File: src/rtl/instr_fetch.sv
// Instruction fetch stage: owns the program counter, issues word reads on the
// instruction bus, hands fetched words to decode and stalls the core while no
// word is available. Redirects from execute replace the sequential increment.
module instr_fetch #(
  parameter logic [31:0] RESET_PC = 32'h0000_0000
) (
  input  logic        clk,
  input  logic        nrst,
  input  logic        i_exec_stall,
  input  logic        i_mem_stall,
  output logic        o_fetch_stall,
  input  logic        i_jump_valid,
  input  logic [31:0] i_jump_addr,
  output logic [31:0] o_instr,
  output logic [31:0] o_pc,
  output logic [31:0] o_IAddr,
  output logic        o_IRd,
  input  logic [31:0] i_IData,
  input  logic        i_IRdy
);

  localparam logic [31:0] NOP = 32'h0000_0000;

  typedef enum logic [1:0] {
    S_START = 2'd0,
    S_FETCH = 2'd1,
    S_HOLD  = 2'd2
  } state_t;

  state_t      state_q, state_d;
  logic [31:0] pc_q, pc_d;
  logic [31:0] buf_q, buf_d;

  logic        fetch_stall;
  logic        advance;
  logic        jump_take;
  logic [31:0] jump_tgt;
  logic [31:0] pc_inc;

  assign jump_tgt  = i_jump_addr & ~32'h3;
  assign pc_inc    = pc_q + 32'd4;
  assign advance   = !i_exec_stall && !i_mem_stall && !fetch_stall;
  assign jump_take = i_jump_valid && advance;

  // The bus address and the reported pc are always the current program counter;
  // a read is requested only while waiting for a word.
  assign o_IAddr       = pc_q;
  assign o_pc          = pc_q;
  assign o_IRd         = (state_q == S_FETCH);
  assign o_fetch_stall = fetch_stall;

  // Fetch stalls during the post-reset bubble and while the bus has not answered.
  always_comb begin
    fetch_stall = 1'b1;
    case (state_q)
      S_START: fetch_stall = 1'b1;
      S_FETCH: fetch_stall = !i_IRdy;
      S_HOLD:  fetch_stall = 1'b0;
      default: fetch_stall = 1'b1;
    endcase
  end

  // Word handed to decode; a redirect in the same cycle squashes it to a NOP.
  always_comb begin
    o_instr = NOP;
    case (state_q)
      S_FETCH: if (i_IRdy && !jump_take) o_instr = i_IData;
      S_HOLD:  if (!jump_take) o_instr = buf_q;
      default: o_instr = NOP;
    endcase
  end

  // Next pc, hold buffer and state: advance or redirect when the core moves,
  // park the returned word in the buffer when the core is stalled.
  always_comb begin
    state_d = state_q;
    pc_d    = pc_q;
    buf_d   = buf_q;
    case (state_q)
      S_START: state_d = S_FETCH;
      S_FETCH: begin
        if (i_IRdy) begin
          if (jump_take) begin
            pc_d = jump_tgt;
          end else if (advance) begin
            pc_d = pc_inc;
          end else begin
            buf_d   = i_IData;
            state_d = S_HOLD;
          end
        end
      end
      S_HOLD: begin
        if (advance) begin
          pc_d    = jump_take ? jump_tgt : pc_inc;
          state_d = S_FETCH;
        end
      end
      default: state_d = S_START;
    endcase
  end

  // State registers; reset drops the read request immediately and restarts at RESET_PC.
  always_ff @(posedge clk or negedge nrst) begin
    if (!nrst) begin
      state_q <= S_START;
      pc_q    <= RESET_PC;
      buf_q   <= NOP;
    end else begin
      state_q <= state_d;
      pc_q    <= pc_d;
      buf_q   <= buf_d;
    end
  end

endmodule

File: config.mk
export PLATFORM = sky130hd
export DESIGN_NAME = instr_fetch
export DESIGN_NICKNAME = d
export VERILOG_FILES = /design/src/rtl/instr_fetch.sv
export SDC_FILE = /design/constraint.sdc
export NUM_CORES = 1
export LEC_CHECK = 0
export ABC_AREA = 1
export CAP_MARGIN = 20
export CORE_MARGIN = 2
export CORE_UTILIZATION = 33
export DETAILED_ROUTE_END_ITERATION = 16
export GPL_ROUTABILITY_DRIVEN = 0
export GPL_TIMING_DRIVEN = 0
export PLACE_DENSITY = 0.65
export SETUP_SLACK_MARGIN = 0.15
export SLEW_MARGIN = 30
export SYNTH_ARGS = -nofsm -noshare
export SYNTH_HDL_FRONTEND = slang
export SYNTH_SLANG_ARGS = --single-unit
File: constraint.sdc
create_clock -name clk -period 1.8 [get_ports clk]
set_input_delay 0.18 -clock clk [delete_from_list [all_inputs] [get_ports clk]]
set_output_delay 0.18 -clock clk [all_outputs]
set_load 0.1 [all_outputs]
==> impl_table.tex <==
\begin{tabular}{lr}
\hline
Metric & Value \\
\hline
\multicolumn{2}{l}{\textbf{Critical path}} \\
\quad Worst-case register-to-register setup slack & -0.22 ns \\
\quad Kind of critical path & flip-flop to primary output \\
\quad Data arrival, critical path & roughly 2.2 ns \\
\quad Max FO, Critical Path & 10 \\
\quad CP Capture Type & primary output \\
\quad Required time of the critical path & 1.62 ns \\
\quad Kind of launch point of the worst setup path & flip-flop \\
\multicolumn{2}{l}{\textbf{Detailed routing}} \\
\quad Highest layer used for signal routing & met4 \\
\quad Met1 WL & roughly 6900 um \\
\quad Sum of routed wire length over all layers & between 15000 and 20000 um \\
\quad Number of remaining DRC errors & 0 \\
\quad 1st-pass router iterations & 5 \\
\quad Total number of vias & slightly above 5000 \\
\quad Wire length on met2 & roughly 8800 um \\
\quad Drt first-iter violations & between 200 and 300 \\
\quad Via density per instance & between 4 and 5 \\
\quad Routed WL per cell & 16.4 um \\
\quad Remaining antenna violation count & 0 \\
\quad Met3 wirelength from detailed routing & around 1000 um \\
\multicolumn{2}{l}{\textbf{STA}} \\
\quad Slew at the pin closest to its max-slew limit & 0.560 ns \\
\quad RSZ-0062 raised after global routing & true \\
\quad Period utilisation layout & 1.31 \\
\quad Final worst slack & -0.559 ns \\
\quad Endpoints failing setup & 94 \\
\quad Final hold violation count & 0 \\
\quad Final Max Slew Viols & 0 \\
\quad Worst Clk Skew & around 0.0052 ns \\
\quad Top achievable clock speed & 424 MHz \\
\quad Slew Limit Headroom & 0.629 \\
\quad Final critical delay including setup and external delays & approximately 2.4 ns \\
\multicolumn{2}{l}{\textbf{Clock network}} \\
\quad CTS Buf Count & 9 \\
\quad Clock sink count & 64 \\
\quad Clock root buffer & sky130\_fd\_sc\_hd\_\_clkbuf\_16 \\
\quad Number of levels the H-tree was split into & 3 \\
\quad Clock latency at the later pin of the worst-skew pair & 0.33 ns \\
\quad Clock tree from TritonCTS & yes \\
\quad Clock slew at reported path FFs & 0.05 ns \\
\quad Buffer depth of the longest clock path & 2 \\
\multicolumn{2}{l}{\textbf{Power}} \\
\quad Tot Pwr & approximately 18000 uW \\
\quad Max IR drop VDD & between 1000 and 1500 uV \\
\quad Cell Pwr Density & 2110 nW/um2 \\
\quad P\_leak & between 0.003 and 0.004 uW \\
\multicolumn{2}{l}{\textbf{Outcome}} \\
\quad Status & finished with violations \\
\quad Failing checks & negative setup slack \\
\multicolumn{2}{l}{\textbf{Layout}} \\
\quad Total Nets Final & about 940 \\
\quad Layout cells sized above 1 & 0.465 \\
\quad Final core area utilization & 0.650 \\
\quad Area added between synthesis and finish & 93.9\% \\
\quad Antenna diode instance count & 0 \\
\multicolumn{2}{l}{\textbf{Logic synthesis}} \\
\quad Most used flip-flop cell after synthesis & sky130\_fd\_sc\_hd\_\_dfrtp\_1 \\
\quad Number of synthesized register bits & 64 \\
\quad Async S/R FF share, synth & 1.00 \\
\quad Number of different library cells in the post-synthesis netlist & 29 \\
\quad Summed instance area of the synthesized netlist & 4420 um2 \\
\quad Cells after Synth & around 640 \\
\quad YS warnings & 0 \\
\quad Number of synthesized flops with an enable pin & 0 \\
\quad Synth Area per Inst & 6.94 um2 \\
\quad Part of the Yosys area used for sequential elements & 0.362 \\
\multicolumn{2}{l}{\textbf{GRT}} \\
\quad Global route total overflow & 0 \\
\quad Via count of the first global-routing pass & between 5000 and 6000 \\
\quad Wire length of the first global-routing pass & approximately 26000 um \\
\quad Number of antenna violations at the first check in global routing & 0 \\
\quad Total Routing Usage GR & 0.232 \\
\quad Pin count of the biggest net entering global routing & 34 \\
\multicolumn{2}{l}{\textbf{Die}} \\
\quad Starting density of the core & 0.335 \\
\quad Area enclosed by the die boundary & roughly 14000 um2 \\
\quad Height of the die & approximately 120 um \\
\quad CORE AREA & between 10000 and 15000 um2 \\
\quad Number of top-level pins & between 150 and 200 \\
\quad Horizontal extent of the die & approximately 120 um \\
\quad \# rows & 42 \\
\multicolumn{2}{l}{\textbf{Job}} \\
\quad Max-capacitance violation count & 0 \\
\multicolumn{2}{l}{\textbf{Min path}} \\
\quad Class of the worst hold path & primary input to async pin \\
\multicolumn{2}{l}{\textbf{Place}} \\
\quad Count of input and output buffers & approximately 160 \\
\quad DPL Wire Length & around 11000 um \\
\hline
\end{tabular}
-- worst paths after layout --
path	startpoint	end	cells after the start
setup / recovery	state_q[0]$_DFFE_PN0P_	o_instr[15]	6
hold / removal	nrst	buf_q[17]$_DFFE_PN0P_	2
setup reg to reg	state_q[0]$_DFFE_PN0P_	o_IAddr[23]$_DFFE_PN0P_	14
hold reg to reg	buf_q[13]$_DFFE_PN0P_	buf_q[13]$_DFFE_PN0P_	1
max in group asynchronous	nrst	o_IAddr[3]$_DFFE_PN0P_	3
min in group clk	i_jump_addr[12]	o_IAddr[12]$_DFFE_PN0P_	5
-- where the power goes --
group / internal, uW / switching, uW
combinational: 4330 / 8540
clock: 1710 / 678
sequential: 2130 / 727
-- cell usage in the layout, fill, tap and decap left out, types with 22 or more instances in the layout --
master / synthesis / layout
sky130_fd_sc_hd__nand2_1: 249 / 187
sky130_fd_sc_hd__clkdlybuf4s50_1: 0 / 66
sky130_fd_sc_hd__nor2_1: 71 / 65
sky130_fd_sc_hd__buf_4: 35 / 60
sky130_fd_sc_hd__clkdlybuf4s15_2: 0 / 51
sky130_fd_sc_hd__nand2_2: 3 / 45
sky130_fd_sc_hd__buf_12: 0 / 40
sky130_fd_sc_hd__nand3_1: 36 / 36
sky130_fd_sc_hd__inv_1: 38 / 35
sky130_fd_sc_hd__dfrtp_1: 64 / 35
sky130_fd_sc_hd__a21oi_4: 0 / 32
sky130_fd_sc_hd__mux2_2: 32 / 30
sky130_fd_sc_hd__dfrtp_2: 0 / 26
sky130_fd_sc_hd__buf_6: 1 / 22
-- cells by family after synthesis --
| logic type | count (synthesis) | share of synthesized area |
|---|---|---|
| and+or+nand+nor | 375 | 0.345 |
| buffers and inverters | 97 | 0.119 |
| DFF | 64 | 0.362 |
| AOI/OAI and AO/OA | 60 | 0.0716 |
| muxes | 32 | 0.0815 |
| adders and majority gates | 5 | 0.0141 |
| xor gates and xnor gates | 3 | 0.00594 |
| other | 1 | 0.000848 |
-- metrics by stage --
step                cells  cell area [um2]  hold WS [ns]  TNS, ns  setup slack (ns)
global placement      977             6790         0.486  -159.45             -2.23
floorplan             640             4960        -0.116   -13.27            -0.422
global route         1042             8580         0.390   -29.99            -0.610
CTS                  1026             8270         0.350   -15.62            -0.500
detailed placement    978             6810         0.149   -43.96             -1.25
finish               1042             8580         0.348   -24.15            -0.559
-- timing repair --
| item | CTS | global route |
|---|---|---|
| gates cloned | 10 | 4 |
| endpoints found under the hold margin | 32 | 0 |
| hold buffers | 1 | 0 |
| buffers inserted | 21 | 12 |
| endpoints found under the setup margin | 155 | 107 |
| gates resized for setup | 595 | 76 |
| pin swaps | 29 | 31 |
-- state kept, by name, indices dropped and copies added (netlist names) --
name,cells
buf_q,32
o_IAddr,30
state_q,2
-- layout make-up --
type / count / area, um2
fill: 1002 / 4610
multi-input combinational: 480 / 3050
timing repair buffer: 209 / 2550
sequential: 64 / 1650
buffer: 57 / 552
clock buffer: 11 / 253
tap: 176 / 220
inverter: 40 / 155
clock inverter: 5 / 150
-- routing by layer --
| layer | vias up | GRT usage |
|---|---|---|
| li1 | 2432 | - |
| met1 | 2405 | 0.269 |
| met2 | 201 | 0.426 |
| met3 | 27 | 0.0485 |
| met4 | 0 | 0.0706 |
| met5 | - | 0 |
-- cells in the mapped netlist (5+ instances only) --
| cell | number | share of area |
|---|---|---|
| sky130_fd_sc_hd__o21ai_0 | 16 | 0.018 |
| sky130_fd_sc_hd__nand3_1 | 36 | 0.041 |
| sky130_fd_sc_hd__inv_1 | 38 | 0.032 |
| sky130_fd_sc_hd__nand2_1 | 249 | 0.21 |
| sky130_fd_sc_hd__ha_1 | 5 | 0.014 |
| sky130_fd_sc_hd__mux2_2 | 32 | 0.081 |
| sky130_fd_sc_hd__a21oi_1 | 34 | 0.038 |
| sky130_fd_sc_hd__buf_4 | 35 | 0.059 |
| sky130_fd_sc_hd__buf_2 | 17 | 0.019 |
| sky130_fd_sc_hd__dfrtp_1 | 64 | 0.36 |
| sky130_fd_sc_hd__nor2_1 | 71 | 0.060 |
-- worst max-delay path: stages, from the launching register on --
cell                      delay (ns)
sky130_fd_sc_hd__dfrtp_1        0.41
sky130_fd_sc_hd__inv_2          0.09
sky130_fd_sc_hd__ha_1           0.40
sky130_fd_sc_hd__inv_1          0.31
sky130_fd_sc_hd__buf_4          0.37
sky130_fd_sc_hd__a21oi_4        0.08
sky130_fd_sc_hd__buf_12         0.18
No activity file was read; power rests on OpenSTA's default activity.
